## src/rtl/clock_ctrl_pkg.sv

```systemverilog
// Shared types and constants for the clock_ctrl slice.
// Alarm states are compiled in only with CLOCK_CTRL_ALARM_EN.
package clock_ctrl_pkg;

  localparam int SEC_W  = 6;
  localparam int MIN_W  = 6;
  localparam int HOUR_W = 5;

  localparam logic [SEC_W-1:0]  SEC_MAX  = 6'd59;
  localparam logic [MIN_W-1:0]  MIN_MAX  = 6'd59;
  localparam logic [HOUR_W-1:0] HOUR_MAX = 5'd23;

  typedef enum logic [2:0] {
    RUN         = 3'd0,
    SET_HOUR    = 3'd1,
`ifdef CLOCK_CTRL_ALARM_EN
    SET_MIN     = 3'd2,
    SET_AL_HOUR = 3'd3,
    SET_AL_MIN  = 3'd4
`else
    SET_MIN     = 3'd2
`endif
  } mode_t;

  function automatic logic [5:0] wrap_inc(
    input logic [5:0] v,
    input logic [5:0] max
  );
    return (v >= max) ? 6'd0 : v + 6'd1;
  endfunction

endpackage

```

## src/rtl/tick_prescaler.sv

```systemverilog
// Free-running 0..TICK_DIV-1 counter; tick marks the last count.
// clr restarts the count synchronously.
module tick_prescaler #(
  parameter int TICK_DIV = 100000000
) (
  input  logic clk,
  input  logic rst,
  input  logic clr,
  output logic tick
);

  localparam int W = $clog2(TICK_DIV);
  localparam logic [W-1:0] LAST = W'(TICK_DIV - 1);

  logic [W-1:0] count;

  always_ff @(posedge clk or posedge rst) begin
    if (rst)
      count <= '0;
    else if (clr || count == LAST)
      count <= '0;
    else
      count <= count + W'(1);
  end

  assign tick = (count == LAST);

endmodule

```

## src/rtl/clock_ctrl.sv

```systemverilog
// 24h clock with set modes; optional alarm via CLOCK_CTRL_ALARM_EN.
// All field updates land on the edge that samples the button/tick.
module clock_ctrl
  import clock_ctrl_pkg::*;
#(
  parameter int TICK_DIV = 100000000
) (
  input  logic              clk,
  input  logic              rst,
  input  logic              mode_btn,
  input  logic              inc_btn,
  output logic [SEC_W-1:0]  sec,
  output logic [MIN_W-1:0]  min,
  output logic [HOUR_W-1:0] hour,
  output logic [2:0]        mode_state,
`ifdef CLOCK_CTRL_ALARM_EN
  output logic              alarm,
`endif
  output logic              sec_tick
);

  mode_t state, state_n;

  logic ret_run;
  logic edit;
  logic run_tick;
  logic hour_edit;
  logic min_edit;

  logic [SEC_W-1:0]  sec_inc;
  logic [MIN_W-1:0]  min_inc;
  logic [HOUR_W-1:0] hour_inc;

  always_ff @(posedge clk or posedge rst) begin
    if (rst)
      state <= RUN;
    else
      state <= state_n;
  end

  always_comb begin
    state_n = state;
    if (mode_btn) begin
      unique case (state)
        RUN:         state_n = SET_HOUR;
        SET_HOUR:    state_n = SET_MIN;
`ifdef CLOCK_CTRL_ALARM_EN
        SET_MIN:     state_n = SET_AL_HOUR;
        SET_AL_HOUR: state_n = SET_AL_MIN;
        SET_AL_MIN:  state_n = RUN;
`else
        SET_MIN:     state_n = RUN;
`endif
        default:     state_n = RUN;
      endcase
    end
  end

  assign mode_state = state;

  // mode_btn always beats a simultaneous inc_btn
  assign edit      = inc_btn && !mode_btn;
  assign ret_run   = mode_btn && state != RUN
                  && state_n == RUN;
  assign run_tick  = state == RUN && sec_tick;
  assign hour_edit = state == SET_HOUR && edit;
  assign min_edit  = state == SET_MIN && edit;

  tick_prescaler #(
    .TICK_DIV (TICK_DIV)
  ) u_pre (
    .clk  (clk),
    .rst  (rst),
    .clr  (ret_run),
    .tick (sec_tick)
  );

  always_comb begin
    sec_inc  = wrap_inc(sec, SEC_MAX);
    min_inc  = wrap_inc(min, MIN_MAX);
    hour_inc = (hour >= HOUR_MAX)
             ? '0 : hour + 5'd1;
  end

  always_ff @(posedge clk or posedge rst) begin
    if (rst) begin
      sec  <= '0;
      min  <= '0;
      hour <= '0;
    end else if (ret_run) begin
      sec <= '0;
    end else begin
      unique case (1'b1)
        run_tick: begin
          sec <= sec_inc;
          if (sec == SEC_MAX) begin
            min <= min_inc;
            if (min == MIN_MAX)
              hour <= hour_inc;
          end
        end
        hour_edit: hour <= hour_inc;
        min_edit:  min  <= min_inc;
        default: ;
      endcase
    end
  end

`ifdef CLOCK_CTRL_ALARM_EN
  logic [MIN_W-1:0]  al_min;
  logic [HOUR_W-1:0] al_hour;
  logic [5:0]        al_cnt;
  logic              al_hit;

  // time is about to become al_hour:al_min:00
  assign al_hit = run_tick && sec == SEC_MAX
               && ((min == MIN_MAX)
                   ? (hour_inc == al_hour
                      && al_min == '0)
                   : (hour == al_hour
                      && min_inc == al_min));

  always_ff @(posedge clk or posedge rst) begin
    if (rst) begin
      al_min  <= '0;
      al_hour <= '0;
      al_cnt  <= '0;
      alarm   <= 1'b0;
    end else begin
      if (state == SET_AL_HOUR && edit)
        al_hour <= (al_hour >= HOUR_MAX)
                 ? '0 : al_hour + 5'd1;
      if (state == SET_AL_MIN && edit)
        al_min <= wrap_inc(al_min, MIN_MAX);
      if (mode_btn || inc_btn) begin
        alarm  <= 1'b0;
        al_cnt <= '0;
      end else if (al_hit) begin
        alarm  <= 1'b1;
        al_cnt <= '0;
      end else if (alarm && sec_tick) begin
        if (al_cnt == 6'd59)
          alarm <= 1'b0;
        al_cnt <= al_cnt + 6'd1;
      end
    end
  end
`endif

endmodule

```

## config.mk

```make
export PLATFORM = sky130hd
export DESIGN_NAME = clock_ctrl
export DESIGN_NICKNAME = d
export VERILOG_FILES = /design/src/rtl/clock_ctrl_pkg.sv /design/src/rtl/tick_prescaler.sv /design/src/rtl/clock_ctrl.sv
export SDC_FILE = /design/constraint.sdc
export NUM_CORES = 1
export LEC_CHECK = 0
export BUFFER_PORTS_ARGS = -buffer_cell sky130_fd_sc_hd__buf_4
export CAP_MARGIN = 20
export CORE_AREA = 3 3 135 85
export CTS_BUF_LIST = sky130_fd_sc_hd__clkbuf_8
export CTS_CLUSTER_SIZE = 14
export DETAILED_ROUTE_END_ITERATION = 10
export DIE_AREA = 0 0 138 88
export PLACE_DENSITY = 0.38
export SETUP_SLACK_MARGIN = 0.05
export SYNTH_ARGS = -nofsm -noshare
export SYNTH_HDL_FRONTEND = slang
export SYNTH_HIERARCHICAL = 1
export SYNTH_SLANG_ARGS = --single-unit
```

## constraint.sdc

```tcl
create_clock -name clk -period 4.8 [get_ports clk]
set_clock_uncertainty 0.15 [all_clocks]
set_input_delay 0.48 -clock clk [delete_from_list [all_inputs] [get_ports clk]]
set_output_delay 0.48 -clock clk [all_outputs]
set_load 0.005 [all_outputs]
```

==> results of run 1 <==
-- power by group through the flow --
stage	Clock, mW	Sequential (mW)	Combinational, mW
global placement	0	0.542	0.219
CTS	0.253	0.535	0.221
floorplan	0	0.523	0.138
finish	0.241	0.536	0.218
global route	0.275	0.550	0.250
detailed placement	0	0.543	0.220
-- layer usage --
| metal | vias up | global-route usage, % | part of all wire, % |
|---|---|---|---|
| met5 | - | 0 | 0 |
| met4 | 0 | 2.691 | 0.75 |
| met3 | 4 | 2.946 | 3.1 |
| met2 | 20 | 13.32 | 38 |
| met1 | 992 | 16.79 | 58 |
| li1 | 1054 | - | - |
-- tightest hold or removal path, delay by kind of cell --
family | cells | cell delay, ps
buffers and inverters | 3 | 480
-- sequential cells by signal (all words and copies together) (netlist names) --
register and count:
u_pre/count 27, hour 5, min 6, sec 6
mode_state 3
-- kinds of logic (layout without fill, tap and decap cells) --
group	count (synthesis)	in the layout
muxes	1	1
and+or+nand+nor	117	117
xor gates and xnor gates	10	10
adders and majority gates	5	5
buffers and inverters	21	45
AOI/OAI and AO/OA	69	69
DFF	47	47
-- area by class of cell --
class	instances	area [µm²]	share of cell area, %
Multi-Input combinational cell	202	1282	43.41
Clock inverter	3	16.27	0.5506
Inverter	11	41.29	1.398
Clock buffer	5	68.82	2.330
Tap cell	139	173.9	5.887
Timing Repair Buffer	26	195.2	6.607
Sequential cell	47	1176	39.81
-- placed cells by master, fill, tap and decap left out, types with 3 or more instances in the layout --
cell,netlist,layout
dfrtp_1,47,47
nand3b_1,3,3
nor2_1,21,21
and3_1,3,3
nor3_1,6,6
ha_1,4,4
nor4_1,4,4
or2_2,3,3
or4_1,11,11
nand4_1,7,7
nor2b_1,3,3
xor2_1,4,4
or3_1,4,4
o31ai_1,15,15
xnor2_1,6,6
inv_1,11,12
o21ai_0,18,18
nand2_1,23,23
clkbuf_8,0,5
buf_4,2,26
a21oi_1,25,25
nand3_1,13,13
-- final timing paths --
path | start | endpoint | cells after the start
min | rst | u_pre/count[18]$_DFF_PP0_ | 3
max in group asynchronous | rst | sec[2]$_DFFE_PP0P_ | 2
max reg2reg | u_pre/count[0]$_DFF_PP0_ | hour[2]$_DFFE_PP0P_ | 9
min in group clk | mode_btn | mode_state[2]$_DFF_PP0_ | 2
min reg2reg | u_pre/count[0]$_DFF_PP0_ | u_pre/count[0]$_DFF_PP0_ | 1
max | u_pre/count[0]$_DFF_PP0_ | hour[2]$_DFFE_PP0P_ | 9
==> impl_metrics.csv, run 1 <==
group,metric,value,unit
placed_design,hpwlAfterDp,4326,µm
setup_path,slowest_delay,560,ps
synthesis,ys_types,50,
synthesis,synth_xor_area_share,3.420,%
global_routing,grt-ovfl-total,0,
timing,tightest_slew,885.3,ps
synthesis,ys_ff_latch,47,
floorplanning,die-width,138,µm
setup_path,worst_ep_required_time,4830,ps
setup_path,crit_family,"simple AND/OR/NAND/NOR gates",
synthesis,synth_compound_area_share,17.15,%
power_and_ir_drop,sequentialPowerShare,53.9,%
synthesis,synth_ff_type,"dfrtp_1",
clock_network,clk_latency,310,ps
job,cap_violations,0,
detailed_routing,vias_per_cell,4.781,
finish,diodes,0,
timing,post-route-period-util,72.66,%
setup_path,critical_path.startpoint_type,"register",
power_and_ir_drop,power,0.9938,mW
detailed_routing,avgRoutedWirePerCell,14.17,µm
synthesis,synth_top_area_share,45.92,%
power_and_ir_drop,ir_worst_vdd,0.1295,mV
synthesis,syn_nets,278,
synthesis,ys_seq_area_share,45.92,%
timing,setup_viol,0,
synthesis,synthMostInstantiatedCell,"dfrtp_1",
placed_design,gp_congestion,0.7211,
setup_path,critPathKind,"register to register",
power_and_ir_drop,combinationalPowerShare,21.9,%
synthesis,synth_area,2561,µm²
placed_design,place_area,2869,µm²
synthesis,syn_area_per_cell,9.486,µm²
placed_design,pre_cts_slack,1341,ps
synthesis,yosys.area_share.adder,2.345,%
timing,layout_min_cycle_time,3488,ps
power_and_ir_drop,p_int,0.6582,mW
worst_hold_path,hold_class,"primary input to async pin",
floorplanning,io_pins,25,
global_routing,grt_max_degree,28,
finish,fin_area,2954,µm²
synthesis,syn_inst,270,
synthesis,synth_top_family_by_area,"simple AND/OR/NAND/NOR gates",
detailed_routing,num_vias,2070,
clock_network,cts_sinks,47,
synthesis,synthTopCellsByArea,"dfrtp_1, a21oi_1, o31ai_1",
clock_network,numCtsBuffers,5,
setup_path,cp.arrival,3520,ps
timing,setup_tns,0,ps
clock_network,cts_buffer_depth,2,
placed_design,port-buffer-count,24,
detailed_routing,drt_iter0_drc,102,
power_and_ir_drop,leakage,1.215,nW
setup_path,crit_chain,"ha_1 > nand2_1 > or3_1 > nor4_1 > nor4b_4 > nand4b_1 > a211o_1 > o21ai_0 > o21ai_0",
clock_network,ctsResizeCount,0,
global_routing,antenna_found_initial,0,
setup_path,critical_path_peak_fanout,10,
detailed_routing,drcViolationCount,0,
timing,clock.fmax,286.7,MHz
setup_path,crit_path_top_delay_cell,"nor4b_4",
clock_network,cts_setup_buffers,0,
run_status,run_status,"finished, final reports clean",
finish,fill_cells,1135,
detailed_routing,first_pass_iters,4,
floorplanning,row_count,29,
placed_design,dp_cells,425,
finish,finalNonFillerCells,433,
clock_network,htree_num_levels,2,
detailed_routing,routed_wl,6136,µm
clock_network,cts.clk_slew.worst_paths,90,ps
clock_network,root_buffer,"clkbuf_8",
timing,setup_ws,1312,ps
detailed_routing,route.antenna.remaining_nets,0,
floorplanning,initial_core_util,24.68,%
power_and_ir_drop,power.density,336.4,nW/µm²
floorplanning,core_area,10380,µm²
power_and_ir_drop,pwr-share-clk,24.2,%
synthesis,synthSimpleGateAreaFrac,26.77,%
synthesis,async_flop_share,100.0,%
synthesis,synthMuxAreaShare,0.3908,%
finish,drive_gt1_share,14.97,%
timing,hold_viol_final,0,
clock_network,ctsHoldBuffers,0,
timing,hold-worst-slack,98.11,ps
timing,drv_slew,0,
synthesis,synth_enable_flop_cells,0,
timing,rsz0062_at_grt,"no",
synthesis,synth_commonest_cells,"dfrtp_1, a21oi_1, nand2_1",
floorplanning,die_area,12140,µm²
global_routing,grt_pass1_wl,10320,µm
setup_path,r2r_slack,1310,ps
power_and_ir_drop,switching_power,0.3357,mW
floorplanning,die_y,88,µm
setup_path,crit_buf_inv,0,
finish,syn_to_final_growth,15.34,%
finish,post-route-util,28.47,%
global_routing,grt_pass1_vias,1917,
finish,fin_nets,301,
clock_network,cts_tree,"done",
timing,slew_headroom,40.86,%
synthesis,synth_area_leader_cell,"dfrtp_1",
setup_path,crit_path_frequent_cell,"o21ai_0",
global_routing,grt_usage,10.49,%
setup_path,cp-end-kind,"register",
power_and_ir_drop,swShare,33.77,%
synthesis,yosysWarnings,6,
(Power assumes the default switching activity.)
==> run 2: changes to the inputs <==
--- a/config.mk
+++ b/config.mk
@@ -5,14 +5,15 @@
 export SDC_FILE = /design/constraint.sdc
 export NUM_CORES = 1
 export LEC_CHECK = 0
+export ABC_AREA = 1
 export BUFFER_PORTS_ARGS = -buffer_cell sky130_fd_sc_hd__buf_4
 export CAP_MARGIN = 20
-export CORE_AREA = 3 3 135 85
+export CORE_AREA = 3 3 142 89
 export CTS_BUF_LIST = sky130_fd_sc_hd__clkbuf_8
 export CTS_CLUSTER_SIZE = 14
 export DETAILED_ROUTE_END_ITERATION = 10
-export DIE_AREA = 0 0 138 88
-export PLACE_DENSITY = 0.38
+export DIE_AREA = 0 0 145 92
+export PLACE_DENSITY = 0.39
 export SETUP_SLACK_MARGIN = 0.05
 export SYNTH_ARGS = -nofsm -noshare
 export SYNTH_HDL_FRONTEND = slang
==> constraint.sdc (replaced) <==
create_clock -name clk -period 3.17 [get_ports clk]
set_clock_uncertainty 0.15 [all_clocks]
set_input_delay 0.317 -clock clk [delete_from_list [all_inputs] [get_ports clk]]
set_output_delay 0.317 -clock clk [all_outputs]
set_load 0.005 [all_outputs]
==> run 2 against run 1 <==
Sequential cell count did not move. Power rose by 73%. Sequential power rose by 55%. Critical path type unchanged. Largest power group unchanged.
==> impl_metrics.csv, run 2 <==
group,metric,value,unit
clock_network,cts_tree,"done",
finish,syn_to_final_growth,16.95,%
global_routing,antenna_found_initial,0,
global_routing,grt_pass1_vias,2292,
synthesis,synth_top_area_share,41.61,%
detailed_routing,routed_wl,7198,µm
finish,largest_reg_flops,27,
clock_network,ctsResizeCount,0,
clock_network,root_buffer,"clkbuf_8",
global_routing,grt-ovfl-total,0,
synthesis,synthMostInstantiatedCell,"nand2_1",
synthesis,syn_nets,406,
synthesis,syn_inst,398,
finish,fin_nets,436,
detailed_routing,drcViolationCount,0,
timing,rsz0062_at_grt,"no",
setup_path,crit_buf_inv,3,
clock_network,clk_latency,300,ps
finish,top_register,"u_pre/count",
job,cap_violations,0,
synthesis,synth_enable_flop_cells,0,
synthesis,ys_seq_area_share,41.61,%
synthesis,synth_commonest_cells,"nand2_1, nor2_1, dfrtp_1",
timing,setup_tns,0,ps
timing,hold_viol_final,0,
setup_path,critical_path.startpoint_type,"register",
detailed_routing,drt_iter0_drc,151,
finish,fill_cells,1262,
setup_path,worst_ep_required_time,3220,ps
timing,setup_ws,906.3,ps
detailed_routing,avgRoutedWirePerCell,12.22,µm
power_and_ir_drop,ir_worst_vdd,0.1933,mV
power_and_ir_drop,power,1.722,mW
floorplanning,die_area,13340,µm²
detailed_routing,num_vias,2481,
floorplanning,die_y,92,µm
setup_path,critPathKind,"register to register",
clock_network,cts_setup_buffers,0,
floorplanning,io_pins,25,
floorplanning,initial_core_util,25.02,%
timing,tightest_slew,810.9,ps
clock_network,numCtsBuffers,5,
clock_network,cts.clk_slew.worst_paths,90,ps
timing,layout_min_cycle_time,2264,ps
timing,setup_viol,0,
setup_path,crit_family,"simple AND/OR/NAND/NOR gates",
placed_design,hpwlAfterDp,5750,µm
detailed_routing,first_pass_iters,5,
detailed_routing,vias_per_cell,4.212,
timing,post-route-period-util,71.41,%
timing,drv_slew,0,
global_routing,grt_max_degree,28,
synthesis,async_flop_share,100.0,%
synthesis,synth_area_leader_cell,"dfrtp_1",
finish,post-route-util,29.26,%
timing,slew_headroom,45.88,%
finish,mostFrequentLayoutCell,"nand2_1",
floorplanning,core_area,11300,µm²
synthesis,yosysWarnings,6,
finish,diodes,0,
power_and_ir_drop,leakage,1.499,nW
timing,clock.fmax,441.8,MHz
synthesis,synth_ff_type,"dfrtp_1",
setup_path,cp-end-kind,"register",
setup_path,critical_path_peak_fanout,6,
clock_network,htree_num_levels,2,
finish,reg_top3,"u_pre/count x27, min x6, sec x6",
global_routing,grt_usage,11.42,%
clock_network,ctsHoldBuffers,1,
setup_path,slowest_delay,430,ps
clock_network,cts_buffer_depth,2,
setup_path,crit_chain,"ha_1 > nand3_2 > inv_2 > nand2_2 > nor2_2 > nand2_2 > inv_1 > nand3_2 > inv_1 > nand2_1 > nand2_2 > nand2_1 > nand2_1 > nand2_1",
clock_network,cts_sinks,47,
setup_path,cp.arrival,2320,ps
synthesis,syn_area_per_cell,7.102,µm²
placed_design,port-buffer-count,24,
synthesis,ys_types,23,
detailed_routing,route.antenna.remaining_nets,0,
global_routing,grt_pass1_wl,12230,µm
synthesis,synthTopCellsByArea,"dfrtp_1, nand2_1, nor2_1",
floorplanning,die-width,145,µm
synthesis,ys_ff_latch,47,
worst_hold_path,hold_class,"primary input to register",
synthesis,synth_area,2826,µm²
finish,layout_common_cells,"nand2_1, nor2_1, dfrtp_1",
setup_path,crit_path_top_delay_cell,"dfrtp_1",
placed_design,gp_congestion,0.7818,
setup_path,crit_path_frequent_cell,"nand2_1",
power_and_ir_drop,power.density,521.1,nW/µm²
placed_design,pre_cts_slack,901.0,ps
run_status,run_status,"finished, final reports clean",
floorplanning,row_count,30,
finish,drive_gt1_share,14.22,%
run 2: cell count changes after synthesis, sizes merged, moves of 6 or more:
cell and change:
nand3 +22, xor2 +6, o31ai -15, nand2 +106, nor2 +69, inv +34, nand4 -7, a21oi -23
or4 -12
run 2: area by class of cell:
cell class	instances	area (µm²)	area share [%]
multi-input cells	303	1448	43.79
inverters	45	168.9	5.110
flip-flops and latches	47	1176	35.58
clock buffers	6	82.58	2.498
well taps	160	200.2	6.056
repair buffers	26	217.7	6.586
clock inverters	2	12.51	0.3785
run 2: power by group:
group | leakage, nW | internal [mW] | switching (mW)
registers | 0.635 | 0.695 | 0.135
clock network | 0.0526 | 0.176 | 0.209
logic | 0.812 | 0.233 | 0.274
total | 1.50 | 1.10 | 0.618
run 2: path summary, 6_finish.rpt:
kind                                           from                  endpoint  slack, ps  cells past startpoint
hold / removal                             mode_btn   mode_state[2]$_DFF_PP0_         60                      2
setup / recovery           u_pre/count[0]$_DFF_PP0_       hour[4]$_DFFE_PP0P_        910                     14
min in group asynchronous                       rst  u_pre/count[9]$_DFF_PP0_        430                      3
hold reg to reg            u_pre/count[0]$_DFF_PP0_  u_pre/count[0]$_DFF_PP0_        370                      1
setup reg to reg           u_pre/count[0]$_DFF_PP0_       hour[4]$_DFFE_PP0P_        910                     14
max in group asynchronous                       rst        sec[3]$_DFFE_PP0P_       1790                      3
run 2: cells by family (layout without fill, tap and decap cells):
| logic type | count (synthesis) | after routing | synth area share, % |
|---|---|---|---|
| and+or+nand+nor | 261 | 261 | 39.35 |
| buffers and inverters | 48 | 79 | 7.171 |
| DFF | 47 | 47 | 41.61 |
| AOI/OAI and AO/OA | 23 | 23 | 5.445 |
| xor gates and xnor gates | 15 | 15 | 4.648 |
| adders and majority gates | 4 | 4 | 1.771 |
run 2: stage by stage:
step	instance area, µm²	hold WS, ps	std cells
6_report	3306	57.82	589
2_1_floorplan	2826	130.8	398
3_3_place_gp	3173	349.8	579
4_1_cts	3306	38.39	589
3_5_place_dp	3201	225.4	580
5_1_grt	3306	56.01	589
run 2: per-layer routing:
metal	track usage [%]	up-vias	wire length (µm)
li1	-	1292	-
met1	19.07	1130	4200
met2	13.65	51	2494
met3	3.111	8	439
met4	2.609	0	64
met5	0	-	0
==> run 3: changes to the inputs <==
--- a/config.mk
+++ b/config.mk
@@ -5,14 +5,14 @@
 export SDC_FILE = /design/constraint.sdc
 export NUM_CORES = 1
 export LEC_CHECK = 0
-export ABC_AREA = 1
+export ABC_AREA = 0
 export BUFFER_PORTS_ARGS = -buffer_cell sky130_fd_sc_hd__buf_4
 export CAP_MARGIN = 20
-export CORE_AREA = 3 3 142 89
+export CORE_AREA = 3 3 135 85
 export CTS_BUF_LIST = sky130_fd_sc_hd__clkbuf_8
 export CTS_CLUSTER_SIZE = 14
 export DETAILED_ROUTE_END_ITERATION = 10
-export DIE_AREA = 0 0 145 92
+export DIE_AREA = 0 0 138 88
 export PLACE_DENSITY = 0.39
 export SETUP_SLACK_MARGIN = 0.05
 export SYNTH_ARGS = -nofsm -noshare
==> constraint.sdc (replaced) <==
create_clock -name clk -period 1.95 [get_ports clk]
set_clock_uncertainty 0.15 [all_clocks]
set_input_delay 0.195 -clock clk [delete_from_list [all_inputs] [get_ports clk]]
set_output_delay 0.195 -clock clk [all_outputs]
set_load 0.005 [all_outputs]
==> run 3 against run 2 <==
The run now ends with negative setup slack left. Sequential cell count unchanged. Global-route usage increased by 1.0 points. Via count decreased by 2.6%. Sequential power increased by 54%. Utilization increased by 9.6 points. Sequential share of layout area decreased by 6.4 points. First-iteration DRC count decreased by 48%.
==> impl_metrics.csv, run 3 (synthesis gave the netlist of run 1 again) <==
group,metric,value,unit
run_status,run_status,"finished with violations",
run_status,violations,"negative setup slack",
timing,rsz0062_at_grt,"yes",
clock_network,cts_sinks,47,
setup_path,worst_ep_required_time,2010,ps
finish,seq_area,1176,µm²
detailed_routing,first_pass_iters,4,
clock_network,cts_tree,"done",
setup_path,cp-end-kind,"register",
power_and_ir_drop,ir_worst_vdd,0.4313,mV
finish,diodes,0,
timing,setup_ws,-644.0,ps
global_routing,grt_max_degree,28,
timing,drv_slew,0,
setup_path,critical_path_peak_fanout,6,
global_routing,grt-ovfl-total,0,
setup_path,cp.arrival,2650,ps
setup_path,critPathKind,"register to register",
floorplanning,io_pins,25,
placed_design,hpwlAfterDp,5011,µm
detailed_routing,num_vias,2416,
setup_path,crit_path_top_delay_cell,"or4_4",
timing,layout_min_cycle_time,2594,ps
job,cap_violations,0,
placed_design,pre_cts_slack,-820.3,ps
timing,clock.fmax,385.5,MHz
detailed_routing,drcViolationCount,0,
clock_network,cts_buffer_depth,2,
worst_hold_path,hold_class,"primary input to async pin",
finish,fill_cells,1055,
floorplanning,die_y,88,µm
timing,setup_viol,42,
global_routing,grt_pass1_wl,12120,µm
finish,fin_area,4030,µm²
placed_design,place_area,3478,µm²
clock_network,clk_latency,320,ps
timing,post-route-period-util,133.0,%
finish,layout_common_cells,"buf_4, dfrtp_1, nand2_1",
finish,fin_nets,389,
floorplanning,initial_core_util,24.68,%
placed_design,port-buffer-count,24,
detailed_routing,avgRoutedWirePerCell,13.78,µm
setup_path,critical_path.startpoint_type,"register",
timing,hold_viol_final,0,
global_routing,grt_pass1_vias,2335,
detailed_routing,route.antenna.remaining_nets,0,
timing,slew_headroom,70.96,%
power_and_ir_drop,power,2.775,mW
finish,finalNonFillerCells,521,
finish,drive_gt1_share,50.00,%
power_and_ir_drop,power.density,688.6,nW/µm²
floorplanning,die_area,12140,µm²
setup_path,slowest_delay,430,ps
timing,tightest_slew,431.0,ps
power_and_ir_drop,leakage,1.759,nW
floorplanning,die-width,138,µm
finish,top_register,"u_pre/count",
floorplanning,row_count,29,
global_routing,antenna_found_initial,0,
finish,reg_top3,"u_pre/count x27, min x6, sec x6",
setup_path,crit_path_frequent_cell,"buf_6",
clock_network,cts.clk_slew.worst_paths,100,ps
clock_network,htree_num_levels,2,
placed_design,dp_cells,495,
global_routing,grt_usage,12.43,%
detailed_routing,routed_wl,7178,µm
finish,largest_reg_flops,27,
finish,syn_to_final_growth,57.35,%
detailed_routing,drt_iter0_drc,78,
finish,mostFrequentLayoutCell,"buf_4",
setup_path,crit_chain,"nor4b_4 > nand2_2 > nor4_4 > nor2b_4 > a21oi_2 > or4_4 > buf_6 > buf_6 > o21ai_2 > o31ai_2",
finish,multi_input_area,1615,µm²
placed_design,gp_congestion,0.7662,
finish,post-route-util,38.84,%
clock_network,root_buffer,"clkbuf_8",
floorplanning,core_area,10380,µm²
clock_network,numCtsBuffers,5,
detailed_routing,vias_per_cell,4.637,
==> run 3: cell types whose count changed in the layout (fill, tap and decap cells not counted), moves of 14 or more <==
| cell | before | now |
|---|---|---|
| a21oi_2 | 0 | 15 |
| buf_4 | 24 | 94 |
| buf_6 | 0 | 14 |
| inv_1 | 45 | 12 |
| nand2_1 | 118 | 18 |
| nand3_1 | 33 | 13 |
| nor2_1 | 84 | 11 |
==> run 3: where the power goes <==
group / switching (mW) / internal (mW) / leakage, nW
Combinational: 0.399 / 0.448 / 1.07
Sequential: 0.175 / 1.11 / 0.637
Clock: 0.360 / 0.286 / 0.0526
==> run 3: worst paths after layout <==
kind | from | end | slack (ps) | depth (start not counted)
worst max-delay path | u_pre/count[11]$_DFF_PP0_ | min[3]$_DFFE_PP0P_ | -640 | 10
worst min-delay path | rst | hour[2]$_DFFE_PP0P_ | 200 | 3
worst max register to register | u_pre/count[11]$_DFF_PP0_ | min[3]$_DFFE_PP0P_ | -640 | 10
worst min register to register | min[0]$_DFFE_PP0P_ | min[0]$_DFFE_PP0P_ | 390 | 1
max in group asynchronous | rst | sec[0]$_DFFE_PP0P_ | 970 | 4
min in group clk | mode_btn | mode_state[1]$_DFF_PP0_ | 220 | 3
==> run 3: timing repair <==
| action | 4_1_cts | 5_1_grt |
|---|---|---|
| setup endpoints to repair | 42 | 43 |
| hold buffers | 3 | 0 |
| buffers inserted | 6 | 6 |
| endpoints found under the hold margin | 49 | 0 |
| gates resized for setup | 35 | 46 |
| pin swaps | 14 | 22 |
| cloned | 3 | 0 |
==> run 3: layout make-up <==
| type | instances | area share [%] |
|---|---|---|
| sequential | 47 | 29.18 |
| timing repair buffer | 113 | 23.04 |
| tap | 139 | 4.315 |
| clock buffer | 6 | 2.049 |
| multi-input combinational | 203 | 40.08 |
| clock inverter | 2 | 0.3105 |
| inverter | 11 | 1.025 |
==> run 3: per-layer routing <==
metal	track usage [%]	vias up	share of wire, %
met4	3.229	0	1.1
met1	19.39	1147	57
li1	-	1240	-
met3	2.891	8	2.7
met5	0	-	0
met2	16.90	21	40
==> run 3: metrics by stage <==
step                TNS (ps)  hold slack [ps]
finish                -10440            201.5
global route          -14950            214.9
CTS                   -10510            195.7
detailed placement    -12760           -8.433
global placement      -12610           -2.974
floorplan             -10710            8.830
==> run 3: critical path: cells and delay by family, from the launching register on <==
kind,cells,cell delay [ps]
simple gates,5,1390
flops,1,420
buf+inv,2,270
compound gates,3,240
